==> config.mk <==
export PLATFORM = sky130hd
export DESIGN_NAME = div_iter_ctrl
export DESIGN_NICKNAME = d
export VERILOG_FILES = /design/src/rtl/div_iter_ctrl.sv
export SDC_FILE = /design/constraint.sdc
export NUM_CORES = 1
export LEC_CHECK = 0
export ABC_CLOCK_PERIOD_IN_PS = 13800
export CORE_ASPECT_RATIO = 1.2
export CORE_MARGIN = 5
export CORE_UTILIZATION = 45
export CTS_CLUSTER_DIAMETER = 30
export DETAILED_ROUTE_END_ITERATION = 12
export GPL_ROUTABILITY_DRIVEN = 0
export PLACE_DENSITY = 0.68
export SYNTH_ARGS = -nofsm -noshare
export SYNTH_HDL_FRONTEND = slang
export SYNTH_SLANG_ARGS = --single-unit
export TNS_END_PERCENT = 50
==> constraint.sdc <==
create_clock -name clk -period 13.8 [get_ports clk]
set_input_delay 4.14 -clock clk [delete_from_list [all_inputs] [get_ports clk]]
set_output_delay 4.14 -clock clk [all_outputs]
set_load 0.02 [all_outputs]
==> src/rtl/div_iter_ctrl.sv <==
// Radix-4 digit-recurrence divider controller (digits -3..+3, on-the-fly quotient conversion).
// Latency: 16 cycles start-to-done (ITER digits + correction); shorter with DIV_EARLY_TERM_EN on exact remainders.
// Backpressure: start is taken only in IDLE (busy=0); starts while busy are dropped, operands are not resampled.
// Optional build macro: DIV_EARLY_TERM_EN (finish as soon as the partial remainder reaches zero).
module div_iter_ctrl #(
    parameter int ITER = 14
) (
    input  logic        clk,
    input  logic        n_rst,
    input  logic        start,
    input  logic [26:0] x,
    input  logic [26:0] d,
    output logic [26:0] d_out,
    output logic        mul_n3,
    output logic        mul_n2,
    output logic        mul_n1,
    output logic        mul_0,
    output logic        mul_1,
    output logic        mul_2,
    output logic        mul_3,
    input  logic [26:0] qd,
    output logic        busy,
    output logic        done,
    output logic [26:0] quot,
    output logic        sticky
);

    typedef enum logic [1:0] {
        S_IDLE = 2'd0,
        S_ITER = 2'd1,
        S_CORR = 2'd2
    } state_t;

    localparam logic [3:0] LAST_CNT = 4'(ITER - 1);

    state_t      state;
    state_t      state_nxt;

    logic [26:0] w;          // partial remainder, two's complement
    logic [26:0] q_acc;      // on-the-fly quotient Q
    logic [26:0] qm_acc;     // on-the-fly quotient QM = Q - 1 ulp
    logic [3:0]  cnt;
    logic        first;

    logic [26:0] y;
    logic        y_neg;
    logic [26:0] y_abs;
    logic [26:0] d2;
    logic [26:0] d3;
    logic [1:0]  mag;
    logic [2:0]  q_dig;      // signed digit, two's complement
    logic        q_pos;
    logic        q_neg;
    logic [26:0] w_nxt;
    logic [26:0] q_src;
    logic [26:0] qm_src;
    logic [26:0] q_next;
    logic [26:0] qm_next;
    logic [1:0]  qm_low;
    logic [26:0] q_upd;
    logic        early;
    logic [6:0]  sel;        // {n3, n2, n1, 0, 1, 2, 3}

    // Digit selection from the shifted remainder, remainder update and quotient conversion.
    always_comb begin
        y      = first ? w : (w << 2);
        y_neg  = y[26];
        y_abs  = y_neg ? (27'd0 - y) : y;
        d2     = d_out << 1;
        d3     = d_out + d2;

        if (y_abs >= d3) begin
            mag = 2'd3;
        end else if (y_abs >= d2) begin
            mag = 2'd2;
        end else if (y_abs >= d_out) begin
            mag = 2'd1;
        end else begin
            mag = 2'd0;
        end

        q_dig  = y_neg ? (3'd0 - {1'b0, mag}) : {1'b0, mag};
        q_pos  = !y_neg && (mag != 2'd0);
        q_neg  = y_neg && (mag != 2'd0);

        w_nxt  = y - qd;

        // The low two bits of a negative digit already equal 4+q, and (q-1) mod 4
        // gives both q-1 for q>0 and 3+q for q<=0, so only the source register differs.
        q_src   = q_neg ? qm_acc : q_acc;
        qm_src  = q_pos ? q_acc : qm_acc;
        qm_low  = q_dig[1:0] - 2'd1;
        q_next  = (q_src << 2) | {25'd0, q_dig[1:0]};
        qm_next = (qm_src << 2) | {25'd0, qm_low};
    end

`ifdef DIV_EARLY_TERM_EN
    logic [3:0]  rem_dig;
    logic [4:0]  et_sh;

    // Exact remainder before the last digit: pad the quotient with the remaining zero digits.
    always_comb begin
        rem_dig = LAST_CNT - cnt;
        et_sh   = {rem_dig, 1'b0};
        early   = (w_nxt == 27'd0) && (cnt != LAST_CNT);
        q_upd   = early ? (q_next << et_sh) : q_next;
    end
`else
    // Fixed-length recurrence: the quotient always takes the converted value.
    always_comb begin
        early = 1'b0;
        q_upd = q_next;
    end
`endif

    // Next-state decode and one-hot multiple select (mul_0 outside the iteration state).
    always_comb begin
        state_nxt = state;
        sel       = 7'b0001000;
        case (state)
            S_IDLE: begin
                if (start) begin
                    state_nxt = S_ITER;
                end
            end
            S_ITER: begin
                case (q_dig)
                    3'b101:  sel = 7'b1000000;
                    3'b110:  sel = 7'b0100000;
                    3'b111:  sel = 7'b0010000;
                    3'b001:  sel = 7'b0000100;
                    3'b010:  sel = 7'b0000010;
                    3'b011:  sel = 7'b0000001;
                    default: sel = 7'b0001000;
                endcase
                if ((cnt == LAST_CNT) || early) begin
                    state_nxt = S_CORR;
                end
            end
            S_CORR: begin
                state_nxt = S_IDLE;
            end
            default: begin
                state_nxt = S_IDLE;
            end
        endcase
    end

    assign {mul_n3, mul_n2, mul_n1, mul_0, mul_1, mul_2, mul_3} = sel;
    assign busy = (state != S_IDLE);

    // State register.
    always_ff @(posedge clk or negedge n_rst) begin
        if (!n_rst) begin
            state <= S_IDLE;
        end else begin
            state <= state_nxt;
        end
    end

    // Datapath: operand capture, one digit per cycle, final sign correction of the remainder.
    always_ff @(posedge clk or negedge n_rst) begin
        if (!n_rst) begin
            w      <= 27'd0;
            q_acc  <= 27'd0;
            qm_acc <= '1;
            cnt    <= 4'd0;
            first  <= 1'b0;
            d_out  <= 27'd0;
            quot   <= 27'd0;
            sticky <= 1'b0;
            done   <= 1'b0;
        end else begin
            done <= 1'b0;
            case (state)
                S_IDLE: begin
                    if (start) begin
                        w      <= x;
                        d_out  <= d;
                        q_acc  <= 27'd0;
                        qm_acc <= '1;
                        cnt    <= 4'd0;
                        first  <= 1'b1;
                    end
                end
                S_ITER: begin
                    w      <= w_nxt;
                    q_acc  <= q_upd;
                    qm_acc <= qm_next;
                    first  <= 1'b0;
                    cnt    <= cnt + 4'd1;
                end
                S_CORR: begin
                    // A negative final remainder means Q overshot by one ulp; QM holds Q-1.
                    if (w[26]) begin
                        quot   <= qm_acc;
                        sticky <= 1'b1;
                    end else begin
                        quot   <= q_acc;
                        sticky <= (w != 27'd0);
                    end
                    done <= 1'b1;
                end
                default: begin
                end
            endcase
        end
    end

endmodule

==> impl_metrics.tcl <==
set metrics [dict create \
    run_status "completed" \
    post_dp_cell_area_um2 13470 \
    start_util_pct 45.87 \
    post-cts-setup-buffers 0 \
    worst_pin_slew_ns 1.217 \
    clk_latency_ns 0.44 \
    ys_top_cells_by_area "dfrtp_1 (25%), ha_1 (15%), nand2_1 (6.1%), dfstp_2 (6.0%), mux2i_1 (5.5%)" \
    holdPathStages 2 \
    crit_type "reg -> out" \
    startpoint_type "flip-flop" \
    critical_path.max_stage_delay_ns 0.84 \
    finalHoldViolCount 0 \
    hold_buffers 0 \
    grt_pass1_vias 10633 \
    synth_enable_flop_cells 0 \
    path_buf_inv 4 \
    period_share_pct 84.86 \
    cpMaxStageDelayCell "nor2_4" \
    grt_usage_pct 21.94 \
    ant_nets 0 \
    cts-resized-gates 0 \
    cts.htree.levels 4 \
    cts_buffer_depth 2 \
    final_cells 1838 \
    drt_first_pass_iters 5 \
    reg2reg_depth 22 \
    cts_buffers 17 \
    avgSynthCellArea_um2 8.494 \
    ys_warn_count 0 \
    final_cell_area_um2 14090 \
    syn_inst 1384 \
    drive_gt1_share_pct 7.294 \
    io_pins 148 \
    path_depth 23 \
    worstPathRequired_ns 9.66 \
    totalWireLength_mm 32.90 \
    crit_fanout 29 \
    period_needed_ns 11.71 \
    cts_tree "yes" \
    n_antenna_cell 0 \
    rsz0062_at_grt "false" \
    grt_max_degree 98 \
    seq_area_frac_synth_pct 30.94 \
    yosysTopAreaCellShare_pct 24.91 \
    final_nets 1718 \
    grt_overflow_total 0 \
    route.detailed.drc 0 \
    fp.dieH_um 187.1 \
    grt_pass1_wl_mm 53.19 \
    fmax_mhz 85.39 \
    crit_arrival_ns 7.57 \
    drv_cap 0 \
    ys_seq_elements 144 \
    synth_flop_cell "dfrtp_1" \
    synthArstFlopShare_pct 100.0 \
    crit_chain "buf_4 > mux2i_2 > inv_2 > nor4b_2 > and2_1 > and3b_1 > nand2_1 > o31ai_2 > xnor2_1 > ha_1 > a21o_1 > a21o_1 > a21oi_1 > o21ai_0 > nor4bb_1 > a21oi_1 > o21bai_1 > inv_2 > ha_1 > nor2_4 > nand3_1 > a31o_1 > clkdlybuf4s50_1" \
    cts.sinks 144 \
    hp-class "reg -> reg" \
    clkSlewWorstSetupHoldPaths_ns 0.06 \
    drt_iter0_drc 431 \
    fin_skew_ns 0.01051 \
    dp_cells 1806 \
    fin_setup_tns_ns 0 \
    dieWidth_um 157.5 \
    end_kind "output port" \
    syn-num-nets 1607 \
    viasPerCell 5.765 \
    ys_types 75 \
    fp.coreArea_um2 25620 \
    synth_common_cells "nand2_1 (190), ha_1 (137), dfrtp_1 (117), o21ai_0 (117), inv_1 (79)" \
    dieArea_um2 29470 \
    setup_violations 0 \
    synthToLayoutAreaGrowth_pct 19.90 \
    via_count 10596 \
    critical-path-top-delay-family "simple AND/OR/NAND/NOR gates" \
    antenna_found_initial 0 \
    yosysMostFrequentCell "nand2_1" \
    cts-root-buf "clkbuf_16" \
    routedWlPerCell_um 17.90 \
    report.final.slew_viol_count 0 \
    slew_headroom_pct 18.56 \
    rows 64 \
    port_buffers 147 \
    netlist_area_um2 11760 \
    hpwlAfterDp_mm 24.11 \
    synth_top_cell_by_area "dfrtp_1" \
]
state kept, by name, indices dropped and copies added (netlist names):
signal,count
sticky,1
first,1
d_out,27
done,1
qm_acc,27
q_acc,27
w,27
cnt,4
state,2
quot,27
cells by family after synthesis:
| family | count (synthesis) | share of synthesized area, % |
|---|---|---|
| xor gates and xnor gates | 66 | 4.918 |
| DFF | 144 | 30.94 |
| and+or+nand+nor | 429 | 17.20 |
| AOI/OAI and AO/OA | 379 | 20.16 |
| muxes | 80 | 6.993 |
| buffers and inverters | 147 | 4.864 |
| adders and majority gates | 139 | 14.92 |
worst register-to-register path: cells and delay by family (launching register included):
kind / cells / cell delay [ns]
AOI/OAI and AO/OA: 8 / 1.65
xor gates and xnor gates: 1 / 0.23
adders and majority gates: 2 / 0.60
buffers and inverters: 3 / 0.62
DFF: 1 / 0.80
muxes: 2 / 0.67
and+or+nand+nor: 6 / 1.99
worst paths after layout:
kind / startpoint / to / slack [ns]
max in group asynchronous: n_rst / state[1] / 8.71
min in group asynchronous: n_rst / quot[17] / 3.76
max reg2reg: first / q_acc[4] / 7.07
min: quot[23] / quot[23] / 0.48
max: first / mul_0 / 2.09
min reg2reg: quot[23] / quot[23] / 0.48
placed cells by master, fill, tap and decap left out, types with 4 or more instances in the layout:
cell | synthesis | layout
a211oi_1 | 12 | 12
a21o_1 | 35 | 35
a21oi_1 | 76 | 76
a22oi_1 | 7 | 7
a31oi_1 | 36 | 36
and2_1 | 5 | 4
and3_1 | 23 | 23
buf_4 | 3 | 9
clkbuf_16 | 0 | 17
clkdlybuf4s50_1 | 0 | 146
dfrtp_1 | 117 | 117
dfstp_2 | 27 | 27
ha_1 | 137 | 137
inv_1 | 79 | 79
inv_2 | 4 | 4
inv_6 | 0 | 6
mux2_2 | 14 | 14
mux2i_1 | 65 | 64
nand2_1 | 190 | 190
nand2b_1 | 14 | 12
nand3_1 | 40 | 40
nand4_1 | 14 | 14
nor2_1 | 47 | 46
nor2b_1 | 14 | 13
nor3_1 | 49 | 49
nor3b_1 | 5 | 5
nor4_1 | 10 | 10
o211ai_1 | 6 | 6
o21a_1 | 9 | 9
o21ai_0 | 117 | 117
o21ai_1 | 28 | 28
o21bai_1 | 8 | 8
o31ai_1 | 4 | 4
or3_1 | 4 | 4
xnor2_1 | 28 | 28
xor2_1 | 38 | 38
area by class of cell:
class                           instances  area (um2)
Inverter                               83       311.5
Multi-Input combinational cell       1093        7572
Fill cell                            2413       11530
Timing Repair Buffer                  156        1540
Tap cell                              330       412.9
Sequential cell                       144        3637
Clock buffer                           17       425.4
Clock inverter                         15       195.2
per-layer routing:
layer | track usage [%] | vias to the layer above | share of wire (%)
li1 | - | 5201 | -
met1 | 28.53 | 5054 | 44
met2 | 37.02 | 271 | 48
met3 | 3.009 | 70 | 4.7
met4 | 7.977 | 0 | 3.0
met5 | 0 | - | 0
metrics by stage:
step	util, %	setup slack, ns	hold WS (ns)
after floorplan	-	4.111	0.4681
after global placement	52.58	2.725	0.4657
after detailed placement	52.58	2.618	0.4729
after CTS	55.00	2.118	0.4894
after global routing	55.00	1.641	0.5201
final	55.00	2.090	0.4840
Power is not shown: default switching activity piles up to over one toggle a cycle in this logic, so the estimate is an artifact.
